File: src/rtl/game_scoreboard.sv
// Game scoreboard: tallies win/lose pulses per game, latches the game result until
// acknowledged, and logs every scoring event into a small FIFO for a downstream consumer.
module game_scoreboard #(
  parameter int unsigned FIFO_DEPTH = 4,
  parameter int unsigned TALLY_W    = 8
) (
  input  logic               clk,
  input  logic               reset,
  input  logic               WINNER,
  input  logic               LOSER,
  input  logic               GAMEOVER,
  input  logic [1:0]         WHO,
  input  logic [3:0]         count,
  input  logic               ack,
  input  logic               evt_ready,
  output logic               evt_valid,
  output logic [5:0]         evt_data,
  output logic               evt_overflow,
  output logic [TALLY_W-1:0] win_tally,
  output logic [TALLY_W-1:0] lose_tally,
  output logic [TALLY_W-1:0] games_played,
  output logic [1:0]         last_who,
  output logic               result_valid
);

  localparam int unsigned PTR_W = (FIFO_DEPTH > 1) ? $clog2(FIFO_DEPTH) : 1;
  localparam int unsigned CNT_W = PTR_W + 1;
  localparam int unsigned EVT_W = 6;

  localparam logic [0:0] ST_PLAY = 1'b0;
  localparam logic [0:0] ST_OVER = 1'b1;

  localparam logic [1:0] EV_WIN  = 2'b01;
  localparam logic [1:0] EV_LOSE = 2'b10;
  localparam logic [1:0] EV_END  = 2'b11;

  function automatic logic [TALLY_W-1:0] sat_inc(input logic [TALLY_W-1:0] v);
    return (&v) ? v : v + TALLY_W'(1);
  endfunction

  logic [0:0]         state_q, state_d;
  logic [TALLY_W-1:0] win_q, win_d;
  logic [TALLY_W-1:0] lose_q, lose_d;
  logic [TALLY_W-1:0] games_q, games_d;
  logic [1:0]         who_q, who_d;

  logic               push;
  logic [EVT_W-1:0]   push_data;

  logic [EVT_W-1:0]   mem_q [FIFO_DEPTH];
  logic [PTR_W-1:0]   wr_ptr_q, rd_ptr_q;
  logic [CNT_W-1:0]   occ_q, occ_d;
  logic               ovf_q, ovf_d;
  logic               full, pop, push_ok;

  // Scoring FSM: GAMEOVER outranks WINNER, which outranks LOSER.
  always_comb begin
    state_d   = state_q;
    win_d     = win_q;
    lose_d    = lose_q;
    games_d   = games_q;
    who_d     = who_q;
    push      = 1'b0;
    push_data = '0;
    case (state_q)
      ST_PLAY: begin
        if (GAMEOVER) begin
          who_d     = WHO;
          games_d   = sat_inc(games_q);
          push      = 1'b1;
          push_data = {EV_END, 2'b00, WHO};
          state_d   = ST_OVER;
        end else if (WINNER) begin
          win_d     = sat_inc(win_q);
          push      = 1'b1;
          push_data = {EV_WIN, count};
        end else if (LOSER) begin
          lose_d    = sat_inc(lose_q);
          push      = 1'b1;
          push_data = {EV_LOSE, count};
        end
      end
      ST_OVER: begin
        if (ack) begin
          win_d   = '0;
          lose_d  = '0;
          state_d = ST_PLAY;
        end
      end
      default: state_d = ST_PLAY;
    endcase
  end

  always_ff @(posedge clk or posedge reset) begin
    if (reset) begin
      state_q <= ST_PLAY;
      win_q   <= '0;
      lose_q  <= '0;
      games_q <= '0;
      who_q   <= '0;
    end else begin
      state_q <= state_d;
      win_q   <= win_d;
      lose_q  <= lose_d;
      games_q <= games_d;
      who_q   <= who_d;
    end
  end

  // Event FIFO: a pop frees a slot in the same cycle, so push-on-full with pop is not a drop.
  always_comb begin
    full    = (occ_q == CNT_W'(FIFO_DEPTH));
    pop     = (occ_q != '0) && evt_ready;
    push_ok = push && (!full || pop);
    ovf_d   = ovf_q | (push && full && !pop);
    occ_d   = occ_q;
    case ({push_ok, pop})
      2'b10:   occ_d = occ_q + CNT_W'(1);
      2'b01:   occ_d = occ_q - CNT_W'(1);
      default: occ_d = occ_q;
    endcase
  end

  always_ff @(posedge clk or posedge reset) begin
    if (reset) begin
      for (int i = 0; i < int'(FIFO_DEPTH); i++) mem_q[i] <= '0;
      wr_ptr_q <= '0;
      rd_ptr_q <= '0;
      occ_q    <= '0;
      ovf_q    <= 1'b0;
    end else begin
      if (push_ok) begin
        mem_q[wr_ptr_q] <= push_data;
        wr_ptr_q        <= wr_ptr_q + PTR_W'(1);
      end
      if (pop) rd_ptr_q <= rd_ptr_q + PTR_W'(1);
      occ_q <= occ_d;
      ovf_q <= ovf_d;
    end
  end

  assign evt_valid    = (occ_q != '0);
  assign evt_data     = mem_q[rd_ptr_q];
  assign evt_overflow = ovf_q;
  assign win_tally    = win_q;
  assign lose_tally   = lose_q;
  assign games_played = games_q;
  assign last_who     = who_q;
  assign result_valid = (state_q == ST_OVER);

endmodule

File: config.mk
export PLATFORM = sky130hd
export DESIGN_NAME = game_scoreboard
export DESIGN_NICKNAME = d
export VERILOG_FILES = /design/src/rtl/game_scoreboard.sv
export SDC_FILE = /design/constraint.sdc
export NUM_CORES = 1
export LEC_CHECK = 0
export BUFFER_PORTS_ARGS = -buffer_cell sky130_fd_sc_hd__buf_2
export CAP_MARGIN = 30
export CORE_MARGIN = 2
export CORE_UTILIZATION = 26
export DETAILED_ROUTE_END_ITERATION = 16
export PLACE_DENSITY_LB_ADDON = 0.2
export SYNTH_ARGS = -nofsm -noshare
export SYNTH_HDL_FRONTEND = slang
export SYNTH_SLANG_ARGS = --single-unit
File: constraint.sdc
create_clock -name clk -period 2.8 [get_ports clk]
set_input_delay 0 -clock clk [delete_from_list [all_inputs] [get_ports clk]]
set_output_delay 0 -clock clk [all_outputs]
set_load 0.02 [all_outputs]
* Word level (Yosys, flattened, before mapping)
Cells that the tools add are included.
** Storage, ports and cells
- Bits in registers :: 59
- Input port bits :: 13
- Output and inout bits :: 35
- Logic and storage cells :: 83
** Operators by class
- Add/sub/neg operators :: 7
- Order comparisons :: 3
- Eq/ne operators :: 10
- Multiplexer cells :: 28
- Bitwise gates (word level) :: 5
- Reductions and logical operators :: 17
** Operators with widths (number)
- 8-bit 2-to-1 mux :: 8
- 6-bit 2-to-1 mux :: 7
- 8-bit case mux with 2 select lines :: 2
- 8-bit by 1-bit adder with 8-bit output (second input constant) :: 3
- 24-bit bitwise mux :: 1
- 8-bit AND reduction :: 3
- 2-bit inequality test (second input constant) :: 7
- 6-bit binary-select mux with 2-bit select :: 1
- 6-bit demux with 2-bit select :: 1
- 3-bit >= comparator (second input constant) :: 2
- 1-bit 2-to-1 mux :: 6
- 2-bit NOT with 3-bit output :: 2
- 3-bit case mux with 2 select lines :: 1
- 1-bit logical AND :: 5
- 5-bit AND reduction :: 1
- 2-bit by 1-bit adder with 2-bit output (second input constant) :: 2
- 4-bit AND reduction :: 1
- 3-bit by 1-bit adder with 3-bit output (second input constant) :: 1
- 3-bit equality test (second input constant) :: 1
- 3-bit by 1-bit < comparator with 1-bit output (second input constant) :: 1
- 3-bit AND reduction :: 1
- 3-bit nonzero test :: 1
- 3-bit by 1-bit subtractor with 3-bit output (second input constant) :: 1
- 2-bit by 1-bit equality test with 1-bit output (second input constant) :: 1
- 8 further kinds :: 10

* Logic depth before layout (Yosys ltp)
- Depth after elaboration :: 7
- Gate-level depth with buffers :: 7

* Worst setup path before layout
No wires, ideal clock.
- Path kind :: register to register
- From :: register state_q (netlist: result_valid)
- To :: register occ_q[2]
- Library setup time :: 126 ps
- Arrival :: 2353 ps
- Path slack :: 321 ps
- Stages on the path, launching flop included :: 8
- Buffers on the path :: 2
- Clock period less this slack :: 2479 ps
- Path through :: dfrtp_1 > clkbuf_1 > clkbuf_1 > o21ai_0 > fa_1 > or4_1 > a32oi_1 > o21ai_1
** Between the ends
- Longest elaborated chain between the ends :: 4
- Elaborated cells on any way between the ends :: 6
** Ends and longest elaborated chain
- start: declaration :: RTL line 41 : logic [0:0] state_q, state_d;
- start signal: assignment :: RTL line 102 : state_q <= state_d;
- 1-bit 2-to-1 mux (*) :: RTL line 65 : case (state_q)
- 1-bit logical AND (*) :: RTL line 114 : push_ok = push && (!full || pop);
- 2-bit by 1-bit equality test with 1-bit output / 2-bit equality test (equally long branches) :: RTL line 117 : case ({push_ok, pop})
- 3-bit case mux with 2 select lines / 2-bit nonzero test (equally long branches)
- end signal: assignment :: RTL line 129 : occ_q <= '0;
- end signal: assignment :: RTL line 137 : occ_q <= occ_d;
- end: declaration :: RTL line 52 : logic [CNT_W-1:0] occ_q, occ_d;
Every way passes the cells marked *; elsewhere a longest branch is shown, timed or not.
A chain may end at the register's enable or synchronous reset.

* Final worst setup path
- From :: register occ_q[1]
- To :: register occ_q[2]
** Between the ends
- Longest elaborated chain between the ends :: 6
- Elaborated cells on any way between the ends :: 12
** Ends and longest elaborated chain (RTL line)
- 3-bit equality test / 3-bit nonzero test (equally long branches) :: 112, 113
- 1-bit logical NOT / 1-bit logical AND (equally long branches) :: 114, 113
- 1-bit logical OR :: 114
- 1-bit logical AND :: 114
- 2-bit by 1-bit equality test with 1-bit output / 2-bit equality test (equally long branches) :: 117
- 3-bit case mux with 2 select lines / 2-bit nonzero test (equally long branches)
Several ways; a longest one is shown, not always the timed one.

==> results.sh <==
export IMPL_synthCells=275
export IMPL_finalNetCount=349
export IMPL_cts_setup_buffers=0
export IMPL_hold_buffers=3
export IMPL_finalCritPeriodShare_pct=81.9
export IMPL_synth_ff_type="dfrtp_1"
export IMPL_endpoint_kind="register"
export IMPL_rows=39
export IMPL_vdd_drop_max_uv=371
export IMPL_drv_slew=0
export IMPL_antenna_found_initial=0
export IMPL_dr_total_vias=2273
export IMPL_p_leak_nw=1.77
export IMPL_setup_viol=0
export IMPL_grt_pass1_vias=2377
export IMPL_area_delta_synth_final_pct=23.8
export IMPL_synth_top_cell_by_area="dfrtp_1"
export IMPL_ant_nets=0
export IMPL_cts_buffers=9
export IMPL_synth_seq_cells=59
export IMPL_synth_common_cells="59 x dfrtp_1, 25 x mux2_2, 24 x nand2_1, 14 x nor2_1, 12 x inv_1"
export IMPL_startpoint="occ_q[1]"
export IMPL_grt_max_degree=31
export IMPL_min_path_type="input port to register"
export IMPL_avgRoutedWirePerCell_um=15.0
export IMPL_reg2reg_from="occ_q[1]"
export IMPL_fin_tns_setup_ns=0
export IMPL_synth_fa_ha_area_share_pct=3.51
export IMPL_place_congestion=0.750
export IMPL_synth_distinct_cells=52
export IMPL_num_io_pins=48
export IMPL_floorplan_die_height_um=113
export IMPL_clk_latency_ns=0.33
export IMPL_crit_chain="or3_1 -> and2_1 -> o21ai_0 -> fa_1 -> or4_1 -> a32oi_1 -> o21ai_1"
export IMPL_regToRegSetupSlack_ns=0.51
export IMPL_postLayoutCellArea_um2=3800
export IMPL_synth_xor_area_share_pct=2.57
export IMPL_power_total_mw=3.58
export IMPL_crit_required_ns=3.00
export IMPL_synthArstFlopShare_pct=100
export IMPL_fin_skew_ns=0.00756
export IMPL_path_max_fanout=8
export IMPL_synth_area_leaders="dfrtp_1 48%, mux2_2 9.2%, mux4_2 4.4%"
export IMPL_worstHoldStart="ack"
export IMPL_synth_most_common_cell="dfrtp_1"
export IMPL_portBuffers=47
export IMPL_cts_htree_levels=3
export IMPL_cp_top_family="simple AND/OR/NAND/NOR gates"
export IMPL_cts_resized=0
export IMPL_drt_iter0_drc=74
export IMPL_fmax_mhz=436
export IMPL_cts_root_buf="clkbuf_16"
export IMPL_ys_warn_count=0
export IMPL_drcViolationCount=0
export IMPL_synth_simple_area_share_pct=14.4
export IMPL_antenna_cells=0
export IMPL_worst_slew_pin_slew_ns=0.680
export IMPL_timing_slew_headroom_pct=54.6
export IMPL_hold_worst_slack_ns=0.0372
export IMPL_cts_sinks=59
export IMPL_grt_usage_pct=12.3
export IMPL_max_stage_delay_ns=0.50
export IMPL_drv_cap=0
export IMPL_grt_pass1_wl_mm=12.2
export IMPL_dr_pass1_iters=4
export IMPL_min_period_ns=2.29
export IMPL_p_per_area_nw_per_um2=942
export IMPL_cts_clk_slew_worst_paths_ns=0.05
export IMPL_die_x_um=113
export IMPL_synth_edf_count=0
export IMPL_yosysSeqAreaShare_pct=48.1
export IMPL_coreArea_um2=11500
export IMPL_die_area_um2=12700
export IMPL_path_class="register to register"
export IMPL_cp_start_kind="register"
export IMPL_synth_compound_area_share_pct=13.0
export IMPL_cts_buffer_depth=2
export IMPL_dp_hpwl_mm=5.11
export IMPL_drive_above_1_share_pct=31.5
export IMPL_slowest_stage="or4_1"
export IMPL_grt_overflow_total=0
export IMPL_cp_arrival_ns=2.50
export IMPL_path_buf_inv=0
export IMPL_wl_mm=7.13
export IMPL_routed_via_density=4.78
export IMPL_cts_tree="yes"
export IMPL_avgSynthCellArea_um2=11.2
export IMPL_start_util_pct=26.8
export IMPL_yosysTopAreaCellShare_pct=48.1
export IMPL_synth_top_family_by_area="multiplexers"
export IMPL_syn_area_um2=3070
export IMPL_hold_viol=0
export IMPL_rsz0062_at_grt="false"
export IMPL_synth_nets=296
export IMPL_synth_mux_area_fraction_pct=15.0
export IMPL_place_area_um2=3480
export IMPL_status="completed"
==> layer usage <==
layer  wire [um]  vias to the layer above  part of all wire [%]  global-route usage, %
met1        3360                     1103                    47                   15.6
met2        3310                       41                    47                   19.1
met4         204                        0                   2.9                   7.48
li1            -                     1114                     -                      -
met3         242                       15                   3.4                   2.65
met5           0                        -                     0                      0
==> placed cells by master, fill, tap and decap left out, types with 7 or more instances in the layout <==
| cell | n |
|---|---|
| nor2_1 | 14 |
| inv_1 | 11 |
| clkbuf_16 | 9 |
| o21a_1 | 7 |
| nand3_1 | 7 |
| nand2_1 | 24 |
| ha_1 | 7 |
| nor3_1 | 7 |
| mux2_2 | 25 |
| buf_2 | 47 |
| dfrtp_1 | 59 |
| and2_1 | 7 |
| a21oi_1 | 10 |
==> metrics by stage <==
stage / setup WS [ns] / instances / utilization [%]
floorplan: 0.321 / 275 / -
global placement: 0.594 / 457 / 30.4
detailed placement: 0.533 / 457 / 30.4
CTS: 0.517 / 476 / 33.1
global route: 0.329 / 476 / 33.1
finish: 0.508 / 476 / 33.1
==> logic make-up (layout without fill, tap and decap cells) <==
logic type	count (synthesis)	count (layout)
AO/OA/AOI/OAI	54	54
XOR/XNOR	9	9
adder cells (fa/ha/maj)	8	8
buffers and inverters	26	84
flip-flops	59	59
multiplexers	35	35
AND/OR/NAND/NOR	84	84
==> report_power, final <==
part	leakage, nW	switching, mW	internal [mW]
logic	0.866	0.569	0.544
clock network	0.141	0.366	0.712
registers	0.767	0.263	1.13
total	1.77	1.20	2.38
==> path summary, 6_finish.rpt <==
| path | to | depth (start not counted) |
|---|---|---|
| min in group asynchronous | mem_q[2] | 3 |
| worst min-delay path | win_tally[2] | 4 |
| max in group asynchronous | win_tally[5] | 4 |
| worst max-delay path | occ_q[2] | 7 |
| worst min register to register | evt_overflow | 1 |
| worst max register to register | occ_q[2] | 7 |
==> tightest hold or removal path, stage by stage <==
cell and delay (ns):
buf_2 0.11, nand2_1 0.08, nand2_1 0.07, mux2i_1 0.06
==> sequential cells by signal, indices dropped and copies added, names as in the netlist <==
signal,cells
evt_overflow,1
games_played,8
last_who,2
lose_tally,8
mem_q,24
occ_q,3
rd_ptr_q,2
result_valid,1
win_tally,8
wr_ptr_q,2
==> layout make-up <==
cell class | count | area (um^2)
Clock buffer | 14 | 254
Inverter | 12 | 45.0
Multi-Input combinational cell | 190 | 1490
Timing Repair Buffer | 56 | 323
Tap cell | 143 | 179
Fill cell | 1160 | 7670
Clock inverter | 2 | 35.0
Sequential cell | 59 | 1480
(Power assumes the default switching activity.)
